File: src/rtl/stimulus_recorder.sv
// rtl/stimulus_recorder.sv - records synchronized switch/button stimulus per step tick and replays it via a registered read port
//
// Purpose: captures live {SW[2:0], KEY[1]} stimulus, one word per tick, into a
// small register memory so a recorded session can replace the fixed automation
// pattern. The read port mimics the automation ROM: address in, q out one clock later.
//
// Ports:
//   clock      in   single clock for all logic
//   reset      in   asynchronous, active-high
//   tick       in   one-cycle step-enable pulse
//   rec_start  in   one-cycle pulse: clear and begin recording
//   rec_stop   in   one-cycle pulse: end recording early
//   din        in   live stimulus, asynchronous to clock
//   rd_addr    in   playback read address
//   q          out  registered read data
//   count      out  number of valid recorded words, 0..DEPTH
//   recording  out  high while recording
//   full       out  high once all DEPTH steps are recorded
module stimulus_recorder #(
  parameter int                 DEPTH     = 6,
  parameter int                 WIDTH     = 4,
  parameter int                 ADDR_W    = 3,
  parameter logic [WIDTH-1:0]   IDLE_WORD = 4'b0001
) (
  input  logic              clock,
  input  logic              reset,
  input  logic              tick,
  input  logic              rec_start,
  input  logic              rec_stop,
  input  logic [WIDTH-1:0]  din,
  input  logic [ADDR_W-1:0] rd_addr,
  output logic [WIDTH-1:0]  q,
  output logic [ADDR_W:0]   count,
  output logic              recording,
  output logic              full
);

  localparam int CNT_W = ADDR_W + 1;

  localparam logic [1:0] S_IDLE = 2'd0;
  localparam logic [1:0] S_REC  = 2'd1;
  localparam logic [1:0] S_FULL = 2'd2;

  logic [1:0]        state_q, state_d;
  logic [ADDR_W-1:0] wr_ptr_q, wr_ptr_d;
  logic [CNT_W-1:0]  count_q, count_d;
  logic [WIDTH-1:0]  sync1_q, din_s;
  logic [WIDTH-1:0]  q_q;
  logic [WIDTH-1:0]  rd_word;
  logic              wr_en;
  logic [WIDTH-1:0]  mem_q [DEPTH];

  // Two-flop synchronizer; reset value matches the idle stimulus so a
  // freshly reset board never records a spurious button press.
  always_ff @(posedge clock or posedge reset) begin
    if (reset) begin
      sync1_q <= IDLE_WORD;
      din_s   <= IDLE_WORD;
    end else begin
      sync1_q <= din;
      din_s   <= sync1_q;
    end
  end

  // rec_start has priority over everything; in REC it also suppresses the
  // tick so a restart never leaves a stale word at address 0.
  always_comb begin
    state_d  = state_q;
    wr_ptr_d = wr_ptr_q;
    count_d  = count_q;
    wr_en    = 1'b0;
    case (state_q)
      S_IDLE, S_FULL: begin
        if (rec_start) begin
          state_d  = S_REC;
          wr_ptr_d = '0;
          count_d  = '0;
        end
      end
      S_REC: begin
        if (rec_start) begin
          wr_ptr_d = '0;
          count_d  = '0;
        end else begin
          if (tick) begin
            wr_en    = 1'b1;
            wr_ptr_d = wr_ptr_q + ADDR_W'(1);
            count_d  = count_q + CNT_W'(1);
            if (count_q == CNT_W'(DEPTH - 1)) begin
              state_d = S_FULL;
            end
          end
          // A stop arriving with the tick still keeps the word just written.
          if (rec_stop) begin
            state_d = S_IDLE;
          end
        end
      end
      default: state_d = S_IDLE;
    endcase
  end

  always_ff @(posedge clock or posedge reset) begin
    if (reset) begin
      state_q  <= S_IDLE;
      wr_ptr_q <= '0;
      count_q  <= '0;
    end else begin
      state_q  <= state_d;
      wr_ptr_q <= wr_ptr_d;
      count_q  <= count_d;
    end
  end

  // Memory is intentionally not reset; count_q masks stale contents.
  always_ff @(posedge clock) begin
    if (wr_en) begin
      for (int i = 0; i < DEPTH; i++) begin
        if (wr_ptr_q == ADDR_W'(i)) begin
          mem_q[i] <= din_s;
        end
      end
    end
  end

  // Read uses the pre-edge memory and count, so a same-cycle write to the
  // addressed slot returns the old contents. Addresses >= DEPTH fall through.
  always_comb begin
    rd_word = IDLE_WORD;
    for (int i = 0; i < DEPTH; i++) begin
      if ((rd_addr == ADDR_W'(i)) && (CNT_W'(i) < count_q)) begin
        rd_word = mem_q[i];
      end
    end
  end

  always_ff @(posedge clock or posedge reset) begin
    if (reset) begin
      q_q <= IDLE_WORD;
    end else begin
      q_q <= rd_word;
    end
  end

  assign q         = q_q;
  assign count     = count_q;
  assign recording = (state_q == S_REC);
  assign full      = (state_q == S_FULL);

endmodule

File: config.mk
export PLATFORM = sky130hd
export DESIGN_NAME = stimulus_recorder
export DESIGN_NICKNAME = d
export VERILOG_FILES = /design/src/rtl/stimulus_recorder.sv
export SDC_FILE = /design/constraint.sdc
export NUM_CORES = 1
export LEC_CHECK = 0
export ABC_AREA = 1
export CAP_MARGIN = 20
export CORE_ASPECT_RATIO = 1.4
export CORE_MARGIN = 2
export CORE_UTILIZATION = 50
export CTS_BUF_LIST = sky130_fd_sc_hd__clkbuf_8
export DETAILED_ROUTE_END_ITERATION = 10
export DONT_BUFFER_PORTS = 1
export PLACE_DENSITY = 0.72
export SLEW_MARGIN = 10
export SYNTH_ARGS = -nofsm -noshare
export SYNTH_HDL_FRONTEND = slang
export SYNTH_SLANG_ARGS = --single-unit
File: constraint.sdc
create_clock -name clock -period 1.9 [get_ports clock]
set_clock_uncertainty 0.15 [all_clocks]
set_input_delay 0.475 -clock clock [delete_from_list [all_inputs] [get_ports clock]]
set_output_delay 0.475 -clock clock [all_outputs]
set_load 0.01 [all_outputs]
==> results of run 1 <==
==> registers in the layout, summed over array words and instances (netlist names) <==
name and count:
count 4, q 4, din_s 4, state_q 2, sync1_q 4, mem_q 24, wr_ptr_q 3
==> worst paths after layout <==
kind | endpoint | start
min in group asynchronous | din_s[2] | reset
worst min register to register | din_s[3] | sync1_q[3]
max in group asynchronous | q[0] | reset
worst max register to register | mem_q[2][0] | state_q[1]
worst max-delay path | mem_q[2][0] | state_q[1]
worst min-delay path | sync1_q[0] | din[0]
==> metrics by stage <==
| stage | std cells | utilization [%] | setup WS, ns |
|---|---|---|---|
| floorplan | 173 | - | 0.183 |
| global placement | 219 | 54.8 | 0.221 |
| detailed placement | 219 | 54.8 | 0.160 |
| CTS | 228 | 58.3 | 0.136 |
| global route | 228 | 58.3 | 0.0389 |
| finish | 228 | 58.3 | 0.129 |
==> kinds of logic (layout without fill, tap and decap cells) <==
group	count (synthesis)	count (layout)	synth area share, %
AOI/OAI and AO/OA	9	9	2.72
adders and majority gates	7	7	4.53
buffers and inverters	28	41	5.76
and+or+nand+nor	84	84	22.3
DFF	45	45	64.7
==> timing repair <==
action / CTS / global route
gates resized for setup: 0 / 0
hold buffers: 1 / 0
hold endpoints to repair: 18 / 0
==> per-layer routing <==
metal  vias to the layer above  track usage, %  wire (µm)
li1                        612               -          -
met1                       627            18.8       1370
met2                        42            34.8       2140
met3                        10            5.33        160
met4                         0            11.2        110
met5                         -               0          0
==> worst register-to-register path, stage by stage, from the launching register on <==
cell	delay [ns]
dfrtp_1	0.43
nor2_4	0.20
nand2_1	0.13
inv_2	0.11
nand2_2	0.12
nor2_1	0.31
==> power by group through the flow <==
stage                     sequential [mW]  combinational [mW]  clock, mW
after floorplan                      1.23               0.339          0
after detailed placement             1.26               0.459          0
final                                1.23               0.473      0.724
after CTS                            1.23               0.475      0.738
after global placement               1.25               0.435          0
after global routing                 1.25               0.527      0.770
==> cell usage after synthesis <==
master | number | area [µm²]
ha_1 | 7 | 87.6
o21ai_1 | 1 | 5.00
inv_2 | 3 | 11.3
nand2_2 | 3 | 18.8
dfstp_2 | 3 | 78.8
nor3_2 | 4 | 40.0
nand2_1 | 18 | 67.6
a21oi_1 | 3 | 15.0
o211ai_1 | 1 | 7.51
nor3_1 | 8 | 40.0
nor2_1 | 19 | 71.3
inv_4 | 1 | 6.26
nand2_4 | 1 | 11.3
nand3_1 | 17 | 85.1
dfrtp_1 | 18 | 450
buf_4 | 1 | 7.51
o21ai_0 | 2 | 10.0
or2_0 | 1 | 6.26
edfxtp_1 | 24 | 721
nand4_1 | 10 | 62.6
o31ai_1 | 2 | 15.0
nor2_2 | 1 | 6.26
inv_1 | 23 | 86.3
nor2_4 | 2 | 22.5
==> layout make-up <==
type / instances / area, µm²
Sequential cell: 45 / 1250
Fill cell: 296 / 1530
Clock buffer: 6 / 82.6
Tap cell: 42 / 52.6
Multi-Input combinational cell: 100 / 572
Inverter: 27 / 104
Timing Repair Buffer: 6 / 47.5
Clock inverter: 2 / 33.8
==> flow_metrics.env, run 1 <==
export IMPL_drive_gt1_share_pct=16.1
export IMPL_grt_max_degree=22
export IMPL_cp_depth=5
export IMPL_syn_nets=192
export IMPL_drc=0
export IMPL_slew_headroom_pct=72.5
export IMPL_start_kind="flop"
export IMPL_hold_slack_ns=0.0209
export IMPL_worstPathRequired_ns=1.71
export IMPL_ios=22
export IMPL_slew_viol_final=0
export IMPL_cts_reportedPaths_clkPinSlew_ns=0.08
export IMPL_synth_cells=173
export IMPL_diodes=0
export IMPL_clk_latency_ns=0.29
export IMPL_drv_cap=0
export IMPL_cts_tree="yes"
export IMPL_min_path_cells=0
export IMPL_reg2reg_setup_slack_ns=0.13
export IMPL_post_cts_repair_setup_buffers=0
export IMPL_die_area_mm2=0.00439
export IMPL_initialDrtViolationCount=84
export IMPL_hold_violations=0
export IMPL_tightest_slew_ns=0.409
export IMPL_wl_per_cell_um=16.6
export IMPL_nets=204
export IMPL_io_buffers=0
export IMPL_syn_avg_cell_area_um2=11.2
export IMPL_cts_sinks=45
export IMPL_timing_setup_tns_ns=0
export IMPL_fp_dieW_um=56.6
export IMPL_cts_root_buf="clkbuf_8"
export IMPL_ys_seq_area_share_pct=64.7
export IMPL_cpLargestDelayFamily="simple AND/OR/NAND/NOR gates"
export IMPL_htree_num_levels=2
export IMPL_end_kind="flop"
export IMPL_crit_fanout=8
export IMPL_core_area_mm2=0.00368
export IMPL_grt_ovfl_total=0
export IMPL_crit_chain="nor2_4 > nand2_1 > inv_2 > nand2_2 > nor2_1"
export IMPL_finalSetupViolCount=0
export IMPL_wirelength_mm=3.78
export IMPL_fmax_ghz=0.565
export IMPL_swShare_pct=30.1
export IMPL_pwr_share_comb_pct=19.5
export IMPL_irDropWorstVdd_uv=924
export IMPL_antenna_left=0
export IMPL_critPathBufInv=1
export IMPL_period_needed_ns=1.77
export IMPL_grt_usage_pct=19.1
export IMPL_critPathMaxStageDelay_ns=0.43
export IMPL_clkPwrFrac_pct=29.8
export IMPL_seq_power_share_pct=50.7
export IMPL_cp_data_arrival_time_ns=1.58
export IMPL_gp_congestion=0.804
export IMPL_cp_slowest_cell="dfrtp_1"
export IMPL_outcome="finished clean"
export IMPL_grt_pass1_vias=1384
export IMPL_totalPowerFinal_mw=2.43
export IMPL_grt_pass1_wl_mm=6.26
export IMPL_final_cell_mix="inv_1, edfxtp_1, nor2_1, nand2_1, dfrtp_1"
export IMPL_worstSetupPathType="reg -> reg"
export IMPL_first_pass_iters=4
export IMPL_place_area_mm2=0.00202
export IMPL_yosysWarnings=0
export IMPL_p_per_area_mw_per_mm2=1130
export IMPL_leakage_nw=0.912
export IMPL_numCtsBuffers=5
export IMPL_clk_path_buf_depth=2
export IMPL_row_count=26
export IMPL_routed_via_count=1291
export IMPL_synth_ff_latch_count=45
export IMPL_viasPerCell=5.66
export IMPL_synthDistinctLibCells=24
export IMPL_antenna_found_initial=0
export IMPL_switchingPower_mw=0.731
export IMPL_ff2ff_path_depth=5
export IMPL_synthesis_area_mm2=0.00193
export IMPL_die_h_um=77.6
export IMPL_rsz0062_at_grt="no"
export IMPL_stdcell_area_mm2=0.00214
export IMPL_p_int_mw=1.70
export IMPL_start_util_pct=52.6
export IMPL_area_delta_synth_final_pct=10.8
export IMPL_hold_path_class="in -> reg"
export IMPL_period_share_pct=93.2
export IMPL_dp_hpwl_mm=2.84
(Power assumes the default switching activity.)
==> run 2, diff against run 1 <==
- DONT_BUFFER_PORTS: 1 -> unset
- PLACE_DENSITY: 0.72 -> 0.79
==> flow_metrics.env, run 2 (synthesized netlist as in run 1, its figures left out) <==
export IMPL_fmax_ghz=0.547
export IMPL_wirelength_mm=4.13
export IMPL_grt_usage_pct=21.4
export IMPL_rsz0062_at_grt="no"
export IMPL_critPathBufInv=1
export IMPL_swShare_pct=31.8
export IMPL_irDropWorstVdd_uv=802
export IMPL_tightest_slew_ns=0.366
export IMPL_cts_tree="yes"
export IMPL_cpLargestDelayFamily="buffers and inverters"
export IMPL_first_pass_iters=5
export IMPL_clkPwrFrac_pct=23.8
export IMPL_worstSetupPathType="reg -> out"
export IMPL_die_h_um=77.6
export IMPL_place_area_mm2=0.00228
export IMPL_grt_pass1_wl_mm=6.93
export IMPL_stdcell_area_mm2=0.00238
export IMPL_period_needed_ns=1.83
export IMPL_largest_register_ffs=24
export IMPL_antenna_found_initial=0
export IMPL_slew_headroom_pct=75.5
export IMPL_crit_chain="clkdlybuf4s50_1"
export IMPL_drv_cap=0
export IMPL_start_kind="flop"
export IMPL_start_util_pct=52.6
export IMPL_p_int_mw=1.63
export IMPL_slew_viol_final=0
export IMPL_row_count=26
export IMPL_numCtsBuffers=5
export IMPL_cts_root_buf="clkbuf_8"
export IMPL_switchingPower_mw=0.761
export IMPL_hold_violations=0
export IMPL_hold_buffers=0
export IMPL_totalPowerFinal_mw=2.39
export IMPL_htree_num_levels=2
export IMPL_core_area_mm2=0.00368
export IMPL_hold_path_class="reg -> reg"
export IMPL_area_delta_synth_final_pct=23.4
export IMPL_leakage_nw=1.02
export IMPL_gp_congestion=0.871
export IMPL_finalSetupViolCount=0
export IMPL_diodes=0
export IMPL_cp_data_arrival_time_ns=1.20
export IMPL_worstPathRequired_ns=1.27
export IMPL_io_buffers=21
export IMPL_pwr_share_comb_pct=26.3
export IMPL_routed_via_count=1387
export IMPL_wl_met2_mm=2.33
export IMPL_clk_latency_ns=0.30
export IMPL_critPathMaxStageDelay_ns=0.53
export IMPL_dp_hpwl_mm=3.16
export IMPL_fp_dieW_um=56.6
export IMPL_crit_fanout=2
export IMPL_top_layer_used="met4"
export IMPL_drc=0
export IMPL_final_cell_mix="edfxtp_1, inv_1, nor2_1, nand2_1"
export IMPL_top_register="mem_q"
export IMPL_die_area_mm2=0.00439
export IMPL_period_share_pct=96.3
export IMPL_nets=234
export IMPL_wl_met3_um=176
export IMPL_met1_length_mm=1.44
export IMPL_end_kind="output pin"
export IMPL_seq_power_share_pct=49.9
export IMPL_outcome="finished clean"
export IMPL_grt_pass1_vias=1506
export IMPL_cts_sinks=45
export IMPL_layout_commonest_cell="edfxtp_1"
export IMPL_ios=22
export IMPL_grt_ovfl_total=0
export IMPL_initialDrtViolationCount=50
export IMPL_cts_reportedPaths_clkPinSlew_ns=0.08
export IMPL_wl_per_cell_um=16.0
export IMPL_clk_path_buf_depth=2
export IMPL_viasPerCell=5.38
export IMPL_p_per_area_mw_per_mm2=1000
export IMPL_grt_max_degree=22
export IMPL_drive_gt1_share_pct=19.9
export IMPL_antenna_left=0
export IMPL_cp_slowest_cell="clkdlybuf4s50_1"
-- run 2: worst paths after layout --
kind | start | to | slack, ns | cells past startpoint
worst max-delay path | count[2] | count[2] | 0.07 | 1
worst min-delay path | sync1_q[3] | din_s[3] | 0.21 | 0
worst max register to register | state_q[1] | mem_q[3][2] | 0.31 | 5
worst min register to register | sync1_q[3] | din_s[3] | 0.21 | 0
max in group asynchronous | reset | sync1_q[0] | 0.95 | 3
min in group asynchronous | reset | count[0] | 0.36 | 3
-- run 2: timing repair --
| item | CTS | global route |
|---|---|---|
| resized for setup | 6 | 0 |
| setup buffers | 3 | 0 |
| endpoints found under the setup margin | 7 | 0 |
-- run 2: cell type report --
| type | instances | area [µm²] |
|---|---|---|
| repair buffers | 36 | 318 |
| inverters | 27 | 104 |
| clock buffers | 5 | 68.8 |
| flip-flops and latches | 45 | 1250 |
| clock inverters | 3 | 17.5 |
| well taps | 42 | 52.6 |
| fillers | 303 | 1290 |
| multi-input cells | 100 | 572 |
-- run 2: power by group through the flow --
stage,registers [mW],clock network (mW),logic [mW]
floorplan,1.23,0,0.339
global placement,1.22,0,0.580
detailed placement,1.23,0,0.607
CTS,1.20,0.588,0.634
global route,1.21,0.621,0.706
finish,1.19,0.568,0.630
-- run 2: routing by layer --
layer  GRT usage (%)  up-vias
met4            13.3        0
met1            21.4      651
met2            38.3       45
met5               0        -
met3            5.50       17
li1                -      674
-- run 2: per-stage QoR --
step	TNS, ns	utilization, %	hold slack (ns)	setup slack (ns)	cells
after CTS	0	64.9	0.214	0.0546	258
after global routing	0	64.9	0.217	0.0290	258
final	0	64.9	0.211	0.0705	258
after global placement	-1.31	62.0	0.182	-0.0720	247
after floorplan	0	-	0.181	0.183	173
after detailed placement	-2.74	62.0	0.196	-0.138	247
==> run 3, diff against run 2 <==
- RECOVER_POWER: unset -> 50
- SKIP_LAST_GASP: unset -> 1
==> flow_metrics.env, run 3 (synthesized netlist as in run 1, its figures left out) <==
export IMPL_cp_slowest_cell="clkdlybuf4s50_1"
export IMPL_ios=22
export IMPL_rsz0062_at_grt="no"
export IMPL_cpLargestDelayFamily="buffers and inverters"
export IMPL_irDropWorstVdd_uv=813
export IMPL_cp_data_arrival_time_ns=1.20
export IMPL_hold_buffers=0
export IMPL_end_kind="output pin"
export IMPL_area_delta_synth_final_pct=23.2
export IMPL_slew_headroom_pct=63.0
export IMPL_min_path_cells=0
export IMPL_routed_via_count=1389
export IMPL_seq_power_share_pct=50.0
export IMPL_layout_commonest_cell="edfxtp_1"
export IMPL_grt_pass1_wl_mm=6.93
export IMPL_clk_path_buf_depth=2
export IMPL_drive_gt1_share_pct=19.4
export IMPL_switchingPower_mw=0.761
export IMPL_totalPowerFinal_mw=2.39
export IMPL_first_pass_iters=5
export IMPL_worstPathRequired_ns=1.27
export IMPL_crit_chain="clkdlybuf4s50_1"
export IMPL_critPathMaxStageDelay_ns=0.53
export IMPL_final_cell_mix="edfxtp_1, inv_1, nor2_1, nand2_1, nand3_1"
export IMPL_core_area_mm2=0.00368
export IMPL_tightest_slew_ns=0.555
export IMPL_wirelength_mm=4.12
export IMPL_use_met3_pct=5.50
export IMPL_dp_hpwl_mm=3.16
export IMPL_grt_usage_pct=21.4
export IMPL_timing_setup_tns_ns=0
export IMPL_slew_viol_final=0
export IMPL_htree_num_levels=2
export IMPL_leakage_nw=1.02
export IMPL_cp_depth=1
export IMPL_placedCellCount=247
export IMPL_drc=0
export IMPL_finish_utilization_pct=64.8
export IMPL_holdPathEnd="din_s[3]"
export IMPL_use_met1_pct=21.4
export IMPL_largest_register_ffs=24
export IMPL_outcome="finished clean"
export IMPL_ff2ff_path_depth=5
export IMPL_clk_latency_ns=0.30
export IMPL_top_usage_layer="met2"
export IMPL_crit_fanout=2
export IMPL_fp_dieW_um=56.6
export IMPL_period_needed_ns=1.83
export IMPL_min_from="sync1_q[3]"
export IMPL_top_register="mem_q"
export IMPL_layout_cells_non_filler=258
export IMPL_cts_tree="yes"
export IMPL_worstSetupPathType="reg -> out"
export IMPL_setup_ws_ns=0.0705
export IMPL_p_int_mw=1.63
export IMPL_hold_path_class="reg -> reg"
export IMPL_io_buffers=21
export IMPL_cts_root_buf="clkbuf_8"
export IMPL_die_h_um=77.6
export IMPL_gp_congestion=0.871
export IMPL_wl_per_cell_um=16.0
export IMPL_start_kind="flop"
export IMPL_worstReg2RegEnd="mem_q[3][2]"
export IMPL_finalSetupViolCount=0
export IMPL_pwr_share_comb_pct=26.3
export IMPL_antenna_left=0
export IMPL_r2r_start="state_q[1]"
export IMPL_nets=234
export IMPL_reg2reg_setup_slack_ns=0.31
export IMPL_cts_reportedPaths_clkPinSlew_ns=0.08
export IMPL_grt_pass1_vias=1506
export IMPL_swShare_pct=31.9
export IMPL_critPathBufInv=1
export IMPL_clkPwrFrac_pct=23.8
export IMPL_p_per_area_mw_per_mm2=1000
export IMPL_start_util_pct=52.6
export IMPL_cts_sinks=45
export IMPL_grt_ovfl_total=0
export IMPL_hold_violations=0
export IMPL_period_share_pct=96.3
export IMPL_numCtsBuffers=5
export IMPL_antenna_found_initial=0
export IMPL_fmax_ghz=0.547
export IMPL_row_count=26
export IMPL_viasPerCell=5.38
export IMPL_initialDrtViolationCount=50
export IMPL_diodes=0
export IMPL_grt_max_degree=22
export IMPL_die_area_mm2=0.00439
export IMPL_drv_cap=0
export IMPL_preCtsSetupSlack_ns=-0.138
export IMPL_grt_use_met2_pct=38.3
## run 3: cell types whose count changed in the layout (fill, tap and decap cells not counted), sizes merged
| cell | change |
|---|---|
| clkdlybuf4s50 | -5 |
| buf | -1 |
| dlygate4sd3 | +5 |
| clkbuf | +1 |
## run 3: area by class of cell
type	count	area, µm²
Clock buffer	5	68.8
Clock inverter	3	17.5
Fill cell	304	1290
Inverter	27	104
Multi-Input combinational cell	100	572
Sequential cell	45	1250
Tap cell	42	52.6
Timing Repair Buffer	36	315
## run 3: worst max path at each step
stage,start,to,slack [ns]
after floorplan,state_q[1],mem_q[1][0],0.18
after global placement,rec_start,mem_q[5][0],-0.07
after detailed placement,rec_start,mem_q[3][2],-0.14
after CTS,count[2],count[2],0.05
after global routing,count[1],count[1],0.03
final,count[2],count[2],0.07
## run 3: power by group through the flow
stage	combinational, mW	sequential [mW]	clock (mW)
finish	0.627	1.19	0.568
global route	0.703	1.21	0.621
CTS	0.634	1.20	0.588
detailed placement	0.607	1.23	0
global placement	0.580	1.22	0
floorplan	0.339	1.23	0
## run 3: routing by layer
layer	vias to the layer above	part of all wire (%)	wire length, µm
li1	675	-	-
met1	652	35	1440
met2	45	56	2330
met3	17	4.3	176
met4	0	4.5	184
met5	-	0	0
## run 3: stage by stage
step           cell area (µm²)  hold slack [ns]
5_1_grt                   2380            0.221
3_5_place_dp              2280            0.196
4_1_cts                   2380            0.214
6_report                  2380            0.211
3_3_place_gp              2280            0.182
2_1_floorplan             1930            0.181
## run 3: what timing repair did
item,CTS,global route
endpoints found under the setup margin,7,0
setup buffers,3,0
resized for setup,6,0
